===== src/rtl/xadc_pkg.sv =====
// Shared constants for the XADC scan/average path: DRP channel addresses,
// result width and the read FSM state encoding.
package xadc_pkg;

   localparam int XADC_DATA_W = 12;

   localparam logic [6:0] VAUX2  = 7'h12;
   localparam logic [6:0] VAUX3  = 7'h13;
   localparam logic [6:0] VAUX10 = 7'h1a;
   localparam logic [6:0] VAUX11 = 7'h1b;

   localparam logic [1:0] ST_IDLE_ENC = 2'd0;
   localparam logic [1:0] ST_READ_ENC = 2'd1;
   localparam logic [1:0] ST_WAIT_ENC = 2'd2;

   typedef enum logic [1:0] {
      IDLE      = ST_IDLE_ENC,
      READ      = ST_READ_ENC,
      WAIT_DRDY = ST_WAIT_ENC
   } state_t;

endpackage


===== src/rtl/bar_encoder.sv =====
// 4-bit level to 16-LED thermometer: level n lights LEDs 0..n.
module bar_encoder (
   input  logic [3:0]  level,
   output logic [15:0] bar
);

   logic [16:0] one_hot;
   logic [16:0] filled;

   // One spare bit lets level 15 produce 0x10000, so the decrement fills all 16 LEDs.
   assign one_hot = 17'd1 << ({1'b0, level} + 5'd1);
   assign filled  = one_hot - 17'd1;
   assign bar     = filled[15:0];

endmodule


===== src/rtl/xadc_scan_avg.sv =====
// Round-robin DRP reader for the XADC: one channel read per end-of-conversion,
// per-channel windowed averaging, tagged results and a bar graph for one channel.
module xadc_scan_avg
   import xadc_pkg::*;
#(
   parameter int                  NUM_CH       = 4,
   parameter logic [7*NUM_CH-1:0] CH_ADDR      = {VAUX11, VAUX10, VAUX3, VAUX2},
   parameter int                  AVG_LOG2     = 2,
   parameter int                  DRDY_TIMEOUT = 63,
   localparam int                 CH_W         = (NUM_CH > 1) ? $clog2(NUM_CH) : 1
) (
   input  logic            clock,
   input  logic            reset,
   input  logic            eoc,
   input  logic            drdy,
   input  logic [15:0]     do_in,
   output logic            den,
   output logic [6:0]      daddr,
   output logic            sample_valid,
   output logic [CH_W-1:0] sample_ch,
   output logic [11:0]     sample_data,
   input  logic [CH_W-1:0] disp_sel,
   output logic [15:0]     bar,
   output logic            timeout_err
);

   localparam int ACC_W = XADC_DATA_W + AVG_LOG2;
   localparam int CNT_W = AVG_LOG2 + 1;
   localparam int TMR_W = $clog2(DRDY_TIMEOUT + 1);
   localparam logic [CNT_W-1:0] CNT_LAST = CNT_W'((1 << AVG_LOG2) - 1);
   localparam logic [CH_W-1:0]  PTR_LAST = CH_W'(NUM_CH - 1);
   localparam logic [TMR_W-1:0] TMR_LAST = TMR_W'(DRDY_TIMEOUT - 1);

   state_t              state_reg, state_next;
   logic [CH_W-1:0]     ptr_reg;
   logic [TMR_W-1:0]    tmr_reg;
   logic [ACC_W-1:0]    acc_reg [NUM_CH];
   logic [CNT_W-1:0]    cnt_reg [NUM_CH];
   logic                sample_valid_reg;
   logic [CH_W-1:0]     sample_ch_reg;
   logic [11:0]         sample_data_reg;
   logic [15:0]         bar_reg;
   logic                timeout_err_reg;

   logic                accept;
   logic                expire;
   logic                window_done;
   logic [ACC_W-1:0]    acc_sum;
   logic [CH_W-1:0]     sel_eff;
   logic [15:0]         bar_level;
   logic [6:0]          addr_tbl [NUM_CH];
   logic                unused_low_bits;

   for (genvar gi = 0; gi < NUM_CH; gi++) begin : g_addr
      assign addr_tbl[gi] = CH_ADDR[7*gi +: 7];
   end

   // daddr follows ptr, which only moves when leaving WAIT_DRDY, so it is stable for the whole read.
   assign daddr           = addr_tbl[ptr_reg];
   assign acc_sum         = acc_reg[ptr_reg] + ACC_W'(do_in[15:4]);
   assign window_done     = accept && (cnt_reg[ptr_reg] == CNT_LAST);
   assign sel_eff         = (32'(disp_sel) < NUM_CH) ? disp_sel : '0;
   assign unused_low_bits = ^do_in[3:0];

   always_comb begin
      state_next = state_reg;
      den        = 1'b0;
      accept     = 1'b0;
      expire     = 1'b0;
      unique case (state_reg)
         IDLE: begin
            if (eoc) state_next = READ;
         end
         READ: begin
            den        = 1'b1;
            state_next = WAIT_DRDY;
         end
         WAIT_DRDY: begin
            if (drdy) begin
               accept     = 1'b1;
               state_next = IDLE;
            end else if (tmr_reg == TMR_LAST) begin
               expire     = 1'b1;
               state_next = IDLE;
            end
         end
         default: state_next = IDLE;
      endcase
   end

   always_ff @(posedge clock or posedge reset) begin
      if (reset) begin
         state_reg        <= IDLE;
         ptr_reg          <= '0;
         tmr_reg          <= '0;
         sample_valid_reg <= 1'b0;
         sample_ch_reg    <= '0;
         sample_data_reg  <= '0;
         bar_reg          <= 16'h0001;
         timeout_err_reg  <= 1'b0;
      end else begin
         state_reg        <= state_next;
         tmr_reg          <= (state_reg == WAIT_DRDY) ? tmr_reg + 1'b1 : '0;
         sample_valid_reg <= window_done;
         if (accept || expire) ptr_reg <= (ptr_reg == PTR_LAST) ? '0 : ptr_reg + 1'b1;
         if (expire) timeout_err_reg <= 1'b1;
         if (window_done) begin
            sample_ch_reg   <= ptr_reg;
            sample_data_reg <= acc_sum[AVG_LOG2 +: XADC_DATA_W];
         end
         if (sample_valid_reg && (sample_ch_reg == sel_eff)) bar_reg <= bar_level;
      end
   end

   // A finished window clears its slot in the same edge that launches the result.
   always_ff @(posedge clock or posedge reset) begin
      if (reset) begin
         for (int i = 0; i < NUM_CH; i++) begin
            acc_reg[i] <= '0;
            cnt_reg[i] <= '0;
         end
      end else if (accept) begin
         for (int i = 0; i < NUM_CH; i++) begin
            if (ptr_reg == CH_W'(i)) begin
               acc_reg[i] <= window_done ? '0 : acc_sum;
               cnt_reg[i] <= window_done ? '0 : cnt_reg[i] + 1'b1;
            end
         end
      end
   end

   bar_encoder u_bar_encoder (
      .level (sample_data_reg[11:8]),
      .bar   (bar_level)
   );

   assign sample_valid = sample_valid_reg;
   assign sample_ch    = sample_ch_reg;
   assign sample_data  = sample_data_reg;
   assign bar          = bar_reg;
   assign timeout_err  = timeout_err_reg;

endmodule


===== config.mk =====
export PLATFORM = sky130hd
export DESIGN_NAME = xadc_scan_avg
export DESIGN_NICKNAME = d
export VERILOG_FILES = /design/src/rtl/xadc_pkg.sv /design/src/rtl/bar_encoder.sv /design/src/rtl/xadc_scan_avg.sv
export SDC_FILE = /design/constraint.sdc
export NUM_CORES = 1
export LEC_CHECK = 0
export ABC_AREA = 1
export CAP_MARGIN = 20
export CORE_MARGIN = 2
export CORE_UTILIZATION = 45
export CTS_BUF_LIST = sky130_fd_sc_hd__clkbuf_2
export DETAILED_ROUTE_END_ITERATION = 12
export PLACE_DENSITY = 0.71
export SYNTH_ARGS = -nofsm -noshare
export SYNTH_HDL_FRONTEND = slang
export SYNTH_HIERARCHICAL = 1
export SYNTH_SLANG_ARGS = --single-unit
export TNS_END_PERCENT = 10

===== constraint.sdc =====
create_clock -name clock -period 3.9 [get_ports clock]
set_input_delay 0.39 -clock clock [delete_from_list [all_inputs] [get_ports clock]]
set_output_delay 0.39 -clock clock [all_outputs]
set_load 0.02 [all_outputs]

[Yosys cells after proc, flatten, opt, wreduce, memory -nomap -nowiden]
Cells that the tools add are included.
Cells by class
  add/subtract/negate cells: 9
  magnitude comparators: 1
  equality and inequality tests: 10
  shift operators: 1
  mux-type cells: 26
  bitwise gates (word level): 1
  reductions and logical operators: 10
Operators with widths (number)
  2-to-1 mux 14 bit: 3
  binary-select mux 14 bit (select 2 bit): 1
  2-to-1 mux 3 bit: 6
  left shift 1 x 5 -> 16 bit, first input constant: 1
  subtractor 16 x 1 -> 16 bit, second input constant: 1
  adder 14 x 12 -> 14 bit: 1
  binary-select mux 7 bit (select 2 bit): 1
  2-to-1 mux 7 bit: 2
  adder 3 x 1 -> 3 bit, second input constant: 4
  AND reduction 2 bit: 5
  2-to-1 mux 2 bit: 4
  adder 6 x 1 -> 6 bit, second input constant: 1
  binary-select mux 3 bit (select 2 bit): 1
  equality test 2 bit, second input constant: 3
  equality test 6 bit, second input constant: 1
  2-to-1 mux 1 bit: 6
  2-to-1 mux 6 bit: 1
  one-hot mux 2 bit (3 select lines): 1
  adder 4 x 1 -> 5 bit, second input constant: 1
  equality test 2 x 1 -> 1 bit, second input constant: 2
  logical NOT 2 bit: 2
  equality test 3 x 2 -> 1 bit, second input constant: 1
  greater-or-equal comparator 3 bit, second input constant: 1
  != test 3 bit, second input constant: 1
  other kinds (6): 7
Word-level totals
  flip-flop bits (word level): 110
  input port bits: 22
  output and inout port bits: 40
  word-level logic and storage cells: 74

[Longest topological paths before layout]
Gate-level depths: netlist of run 1.
  depth in word-level cells: 7
  depth in mapped cells: 17
  mapped depth without buffers: 15

[Hierarchy]
Netlist of run 1, hierarchy kept.
By module, submodules not included
  xadc_scan_avg: times used 1, cells an instance 641, area each 5546.6 um2, seq. area each 2753.9 um2
  bar_encoder: times used 1, cells an instance 73, area each 436.7 um2, seq. area each 0.0 um2

[Worst setup path before layout of run 1]
No wires, ideal clock.
  kind: flip-flop to flip-flop
  start: register ptr_reg[0]
  end: register acc_reg[26] in the netlist's numbering
  setup time: 0.119 ns
  arrival time: 2.463 ns
  data required time: 3.781 ns
  slack: 1.318 ns
  stages on the path, launching flop included: 18
  path buffers: 2
  period minus slack after synthesis: 2.582 ns
  cell sequence: dfrtp_1 > inv_2 > buf_2 > clkbuf_1 > nor2_1 > o22ai_1 > ha_1 > fa_1 > inv_1 > o21ai_2 > nand2_1 > nand2_2 > nand2_1 > nand2_1 > nand2_1 > nand2_1 > nand3_1 > nand2_1
Between the ends
  longest elaborated chain between the ends: 7
  elaborated cells on any way between the ends: 13
  classes of those cells: 1 x add/sub; 2 x eq/ne; 7 x mux; 1 x bitwise; 2 x reduce/logical
Ends and longest elaborated chain
  start, declared: line xadc_scan_avg.sv:35  | logic [CH_W-1:0] ptr_reg;
  start signal, assigned: line xadc_scan_avg.sv:105  | if (accept || expire) ptr_reg <= (ptr_reg == PTR_LAST) ? '0 : ptr_reg + 1'b1;
  parallel branches: the longest is 7 deep, another holds adder 14 x 12 -> 14 bit
  end signal, assigned by index: line xadc_scan_avg.sv:125  | acc_reg[i] <= window_done ? '0 : acc_sum;
  end, declared: line xadc_scan_avg.sv:37  | logic [ACC_W-1:0] acc_reg [NUM_CH];
Several ways; the timed one is not identified. The select of a mux whose other input is x is not followed.
A chain may end at the register's enable or synchronous reset.

[Final worst setup path of run 1]
  start: register ptr_reg[1]
  end: register acc_reg[21] in the netlist's numbering
The elaborated chain is that of the path after synthesis.

==> run_results.csv, run 1 <==
group,metric,value,unit
clocking,root_buffer,"clkbuf_2",
logic_synthesis,synth_top_area_share,0.4559,
logic_synthesis,yosys-top-cells-area,"dfrtp_1 (46%), nand2_1 (13%), ha_1 (4.8%), nand3_1 (3.8%), o21ai_1 (3.4%)",
placed_design,gp_congestion,0.8793,
worst_setup_path,arrival,3440,ps
worst_setup_path,required,4450,ps
detailed_routing,first_pass_iters,5,
detailed_routing,drt-wirelength-per-cell,14.58,um
worst_setup_path,critPathMaxStageDelay,580,ps
worst_setup_path,r2r-start,"ptr_reg[1]",
global_route,grt_overflow,0,
floorplanning,core,13140,um^2
global_route,track_usage,0.2053,
floorplanning,core.rowCount,42,
detailed_routing,wl,13.69,mm
logic_synthesis,syn_inst,714,
clocking,cts_tree,"done",
sta,hold_violations,0,
worst_setup_path,worst_setup_path_end_kind,"flip-flop",
clocking,cts_buffers,9,
clocking,cts.sinks,110,
logic_synthesis,synth-simple-area-share,0.2677,
worst_setup_path,timing_worst_setup_path_type,"flip-flop to flip-flop",
sta,tightestPinTransition,589.4,ps
sta,setup-violations-final,0,
min_path,min_from,"eoc",
worst_setup_path,crit_top_cell,"nand3_1",
worst_setup_path,startpoint,"ptr_reg[1]",
worst_setup_path,crit_buf_inv,1,
worst_setup_path,cpLargestDelayFamily,"compound AO/OA/AOI/OAI gates",
clocking,clk_path_buf_depth,2,
logic_synthesis,synth_fa_ha_area_frac,0.05144,
floorplanning,die_w,119.3,um
worst_setup_path,path_cells,"inv_2 -> o21ai_0 -> o22ai_1 -> ha_1 -> nand3_1 -> nand3_1 -> a21oi_1 -> xor2_1 -> nand3_1 -> nand2_1",
worst_setup_path,worst-r2r-cell-count,10,
min_path,min_to,"state_reg[0]",
sta,setup_tns,0,ps
logic_synthesis,syn-cell-area,5983,um^2
final_layout,largest_register_ffs,56,
worst_setup_path,cp_max_fo,19,
final_layout,synthToLayoutAreaGrowth,12.28,%
logic_synthesis,synth_compound_area_frac,0.09536,
floorplanning,start_util,0.4554,
logic_synthesis,synth_edf_count,0,
placed_design,hpwlAfterDp,9.393,mm
final_layout,layout_common_cells,"nand2_1 (200), dfrtp_1 (109), clkdlybuf4s50_1 (52)",
clocking,post-cts-setup-buffer-count,0,
global_route,antenna_found_initial,1,
logic_synthesis,synthFlopType,"dfrtp_1",
job,drv_cap,0,
sta,timing.fmax,0.3460,GHz
final_layout,nets,803,
final_layout,layout-drive-gt1-share,0.1273,
status,outcome,"finished clean",
min_path,holdPathStages,2,
global_route,grt_pass1_wl,23.39,mm
power_and_ir_drop,leakage,0.003386,uW
logic_synthesis,synth_cell_types,41,
final_layout,fillers,1251,
clocking,clkTransAtPathRegs,280,ps
floorplanning,io-pin-count,62,
clocking,cts_htree_levels,3,
logic_synthesis,yosys_warnings,6,
logic_synthesis,seq_area_frac_synth,0.4603,
detailed_routing,drtAntennaViolNets,0,
floorplanning,die_h,119.3,um
global_route,grt_pass1_vias,4851,
sta,fin_crit,2890,ps
power_and_ir_drop,peakVddDrop,0.5374,mV
worst_setup_path,crit_path_start_kind,"flip-flop",
power_and_ir_drop,total_power,5685,uW
logic_synthesis,synthMuxAreaShare,0.03011,
logic_synthesis,ys_seq_elements,110,
logic_synthesis,synthXorXnorAreaFrac,0.02719,
detailed_routing,vias_per_cell,5.198,
final_layout,final_common_cell,"nand2_1",
detailed_routing,vias,4881,
logic_synthesis,yosysTopAreaCell,"dfrtp_1",
placed_design,port_buffers,52,
logic_synthesis,synth_top_family_by_area,"simple AND/OR/NAND/NOR gates",
logic_synthesis,synthArstFlopShare,1.000,
min_path,hp-class,"input port to flip-flop",
sta,period_share,0.7411,
sta,rsz0062_at_grt,"false",
detailed_routing,drt_iter0_markers,357,
floorplanning,dieArea,14230,um^2
worst_setup_path,reg2reg_slack,1010,ps
clocking,clock_latency,600,ps
power_and_ir_drop,pwr_density_cell,846.2,nW/um^2
sta,slew_headroom,0.6065,
worst_setup_path,r2r-end,"acc_reg[21]",
worst_setup_path,crit_path_top_delay_cell,"dfrtp_1",
sta,fin_skew,33.50,ps
logic_synthesis,avgSynthCellArea,8.380,um^2
detailed_routing,drcViolationCount,0,
sta,drv_slew,0,
global_route,grt_max_degree,79,
[area by class of cell]
type	count	area (um^2)	area share
multi-input cells	521	2849	0.4241
flip-flops and latches	110	2754	0.4099
repair buffers	60	603.1	0.08977
well taps	176	220.2	0.03278
inverters	55	210.2	0.03129
clock buffers	10	50.05	0.007450
clock inverters	6	28.78	0.004284
diodes	1	2.502	0.0003725
[through the flow]
stage | util | hold WS (ps) | area [um^2] | worst slack (ps) | cells
6_report | 0.5113 | 308.8 | 6718 | 1010 | 939
5_1_grt | 0.5113 | 271.8 | 6718 | 775.1 | 939
4_1_cts | 0.5083 | 266.1 | 6678 | 997.5 | 936
3_5_place_dp | 0.5023 | 428.5 | 6599 | 1086 | 920
3_3_place_gp | 0.5023 | 418.5 | 6599 | 1132 | 920
2_1_floorplan | - | 408.6 | 5998 | 609.4 | 718
[power by group]
| group | internal (uW) | total [uW] | switching [uW] | leakage, uW |
|---|---|---|---|---|
| combinational | 1200 | 3360 | 2150 | 0.00191 |
| clock | 78.8 | 432 | 354 | 0.0000558 |
| sequential | 1580 | 1900 | 313 | 0.00142 |
[worst max-delay path by stage]
stage	slack [ps]	end	cells past startpoint
after detailed placement	1090	acc_reg[21]	10
after global placement	1130	acc_reg[7]	10
after floorplan	610	acc_reg[0]	1
after CTS	1000	acc_reg[21]	10
after global routing	780	acc_reg[7]	10
final	1010	acc_reg[21]	10
[cell usage after synthesis, types with 4 or more instances]
library cell  instances
nand2_1             200
dfrtp_1             109
nor2_1               48
nand3_1              45
o21ai_1              41
inv_1                40
o21ai_0              38
ha_1                 23
nand2_2              20
mux2_2               16
clkbuf_1             12
inv_2                12
o22ai_1              12
nand4_1              11
a21oi_1              10
buf_2                 9
xor2_1                9
nand3_2               8
buf_4                 7
nor2_2                6
buf_6                 4
nor3_1                4
xnor2_1               4
[worst reg2reg max path, delay by kind of cell (launching register included)]
| kind | cells | cell delay [ps] |
|---|---|---|
| flops | 1 | 580 |
| buf+inv | 1 | 360 |
| xor+xnor | 1 | 430 |
| compound gates | 3 | 690 |
| simple gates | 4 | 470 |
| fa+ha+maj | 1 | 320 |
[layer usage]
metal | wire [um] | track usage
met1 | 5837 | 0.2556
met2 | 6723 | 0.3509
met3 | 677 | 0.03831
met4 | 451 | 0.08603
met5 | 0 | 0
[cell families after synthesis]
family | after synthesis
AND/OR/NAND/NOR | 351
flip-flops | 110
AO/OA/AOI/OAI | 107
buffers and inverters | 87
adder cells (fa/ha/maj) | 24
XOR/XNOR | 16
multiplexers | 16
other | 3
[what timing repair did]
item                                    4_1_cts  5_1_grt
endpoints found under the setup margin        0        0
hold buffers                                  0        1
hold endpoints to repair                      0        4
gates resized for setup                       0        0
Note: power is estimated with default switching activity, not from simulation.
==> run 2, diff against run 1 <==
--- a/config.mk
+++ b/config.mk
@@ -11,7 +11,7 @@
 export CORE_UTILIZATION = 45
 export CTS_BUF_LIST = sky130_fd_sc_hd__clkbuf_2
 export DETAILED_ROUTE_END_ITERATION = 12
-export PLACE_DENSITY = 0.71
+export PLACE_DENSITY = 0.73
 export SYNTH_ARGS = -nofsm -noshare
 export SYNTH_HDL_FRONTEND = slang
 export SYNTH_HIERARCHICAL = 1
==> constraint.sdc (replaced) <==
create_clock -name clock -period 2.4 [get_ports clock]
set_input_delay 0.24 -clock clock [delete_from_list [all_inputs] [get_ports clock]]
set_output_delay 0.24 -clock clock [all_outputs]
set_load 0.02 [all_outputs]
==> run_results.csv, run 2 (synthesis results as in run 1) <==
group,metric,value,unit
worst_setup_path,r2r-start,"ptr_reg[0]",
detailed_routing,drcViolationCount,0,
placed_design,gp_congestion,0.8124,
floorplanning,start_util,0.4554,
floorplanning,io-pin-count,62,
status,outcome,"finished clean",
clocking,cts.sinks,110,
floorplanning,core.rowCount,42,
sta,rsz0062_at_grt,"true",
worst_setup_path,timing_worst_setup_path_type,"flip-flop to flip-flop",
global_route,met3_usage,0.05125,
worst_setup_path,worst-r2r-cell-count,12,
placed_design,port_buffers,52,
global_route,use_met1,0.2637,
sta,slew_headroom,0.6109,
sta,tightestPinTransition,583.6,ps
worst_setup_path,r2r-end,"acc_reg[51]",
detailed_routing,wl,13.67,mm
detailed_routing,drtAntennaViolNets,0,
clocking,cts_htree_levels,3,
placed_design,hpwlAfterDp,9.286,mm
job,drv_cap,0,
min_path,hp-class,"input port to async pin",
sta,fin_crit,2358,ps
floorplanning,die_w,119.3,um
final_layout,largest_register_ffs,56,
power_and_ir_drop,peakVddDrop,1.132,mV
final_layout,final_common_cell,"nand2_1",
sta,timing.fmax,0.4240,GHz
global_route,grt_pass1_vias,4536,
final_layout,nets,834,
sta,period_share,0.9826,
worst_setup_path,worst_setup_path_end_kind,"flip-flop",
detailed_routing,drt-wirelength-per-cell,14.11,um
global_route,grt_pass1_wl,22.38,mm
final_layout,layout_common_cells,"nand2_1 (183), dfrtp_1 (107), o21ai_1 (53)",
clocking,cts_tree,"done",
clocking,root_buffer,"clkbuf_2",
power_and_ir_drop,pwr_density_cell,1461,nW/um^2
sta,hold_ws,38.59,ps
final_layout,layout-drive-gt1-share,0.2396,
sta,hold_violations,0,
worst_setup_path,arrival,2960,ps
detailed_routing,first_pass_iters,5,
worst_setup_path,crit_path_start_kind,"flip-flop",
worst_setup_path,reg2reg_slack,40,ps
final_layout,diodes,0,
global_route,grt_use_met2,0.3165,
global_route,antenna_found_initial,0,
clocking,clkTransAtPathRegs,300,ps
sta,setup_tns,0,ps
clocking,cts_buffers,9,
detailed_routing,vias,4952,
power_and_ir_drop,leakage,0.003605,uW
detailed_routing,vias_per_cell,5.110,
power_and_ir_drop,total_power,10670,uW
worst_setup_path,required,3000,ps
sta,fin_skew,12.89,ps
final_layout,fillers,1186,
floorplanning,core,13140,um^2
global_route,grt_overflow,0,
global_route,grt_busiest_layer,"met2",
worst_setup_path,cp_max_fo,6,
sta,setup-violations-final,0,
global_route,track_usage,0.1965,
floorplanning,dieArea,14230,um^2
final_layout,finish.utilization,0.5559,
clocking,ctsHoldBuffers,0,
sta,drv_slew,0,
clocking,clk_path_buf_depth,2,
detailed_routing,drt_iter0_markers,332,
final_layout,synthToLayoutAreaGrowth,22.06,%
global_route,grt_max_degree,111,
floorplanning,die_h,119.3,um
clocking,clock_latency,640,ps
-- run 2: cell count changes in the layout (fill, tap and decap cells not counted), sizes merged --
cell / before / now
buf: 7 / 38
clkdlybuf4s50: 52 / 51
clkinv: 9 / 6
clkinvlp: 0 / 4
diode: 1 / 0
dlygate4sd2: 0 / 1
dlygate4sd3: 1 / 0
-- run 2: where the power goes --
group	switching, uW	total (uW)	leakage (uW)	internal [uW]
sequential	487	3060	0.00142	2580
combinational	4040	6810	0.00213	2770
clock	648	797	0.0000555	149
-- run 2: layout make-up --
class                           instances  area (um^2)  area share
Inverter                               55        221.5     0.03032
Timing Repair Buffer                   91        874.6      0.1198
Multi-Input combinational cell        521         3128      0.4283
Clock buffer                            9        45.04    0.006168
Tap cell                              176        220.2     0.03015
Clock inverter                          7        57.56    0.007881
Sequential cell                       110         2756      0.3774
-- run 2: per-stage QoR --
stage / worst slack (ps) / std cells / cell area [um^2]
floorplan: -181.9 / 718 / 6002
global placement: -30.72 / 946 / 6833
detailed placement: -78.80 / 946 / 6833
CTS: -17.53 / 962 / 6952
global route: -102.9 / 969 / 7303
finish: 41.71 / 969 / 7303
-- run 2: repair_timing --
item                       CTS  global route
cloned                       0             1
resized for setup            9            83
setup endpoints to repair   37            53
pin swaps                    1            38
setup buffers                0             6
-- run 2: per-layer routing --
layer	vias to the layer above	wire, um
met4	0	258
met2	134	6592
met1	2327	6108
li1	2468	-
met3	23	710
met5	-	0
-- run 2: how the worst max path moves through the flow --
stage / startpoint / endpoint / slack, ps / cells past startpoint
after floorplan: ptr_reg[0] / acc_reg[26] / -180 / 17
after CTS: ptr_reg[0] / acc_reg[21] / -20 / 13
after detailed placement: ptr_reg[0] / acc_reg[54] / -80 / 16
final: ptr_reg[0] / acc_reg[51] / 40 / 12
after global placement: ptr_reg[0] / acc_reg[26] / -30 / 16
after global routing: ptr_reg[0] / acc_reg[51] / -100 / 12
-- run 2: critical path, cell delays in order, from the launching register on --
cell and delay [ps]:
dfrtp_2 500, clkinv_4 100, buf_4 150, o21ai_1 150, o22ai_2 150, ha_4 330, nand2_2 90, nor2_2 150
nand3_1 140, nand3_4 140, xor2_2 190, nand2_2 100, o21ai_1 140
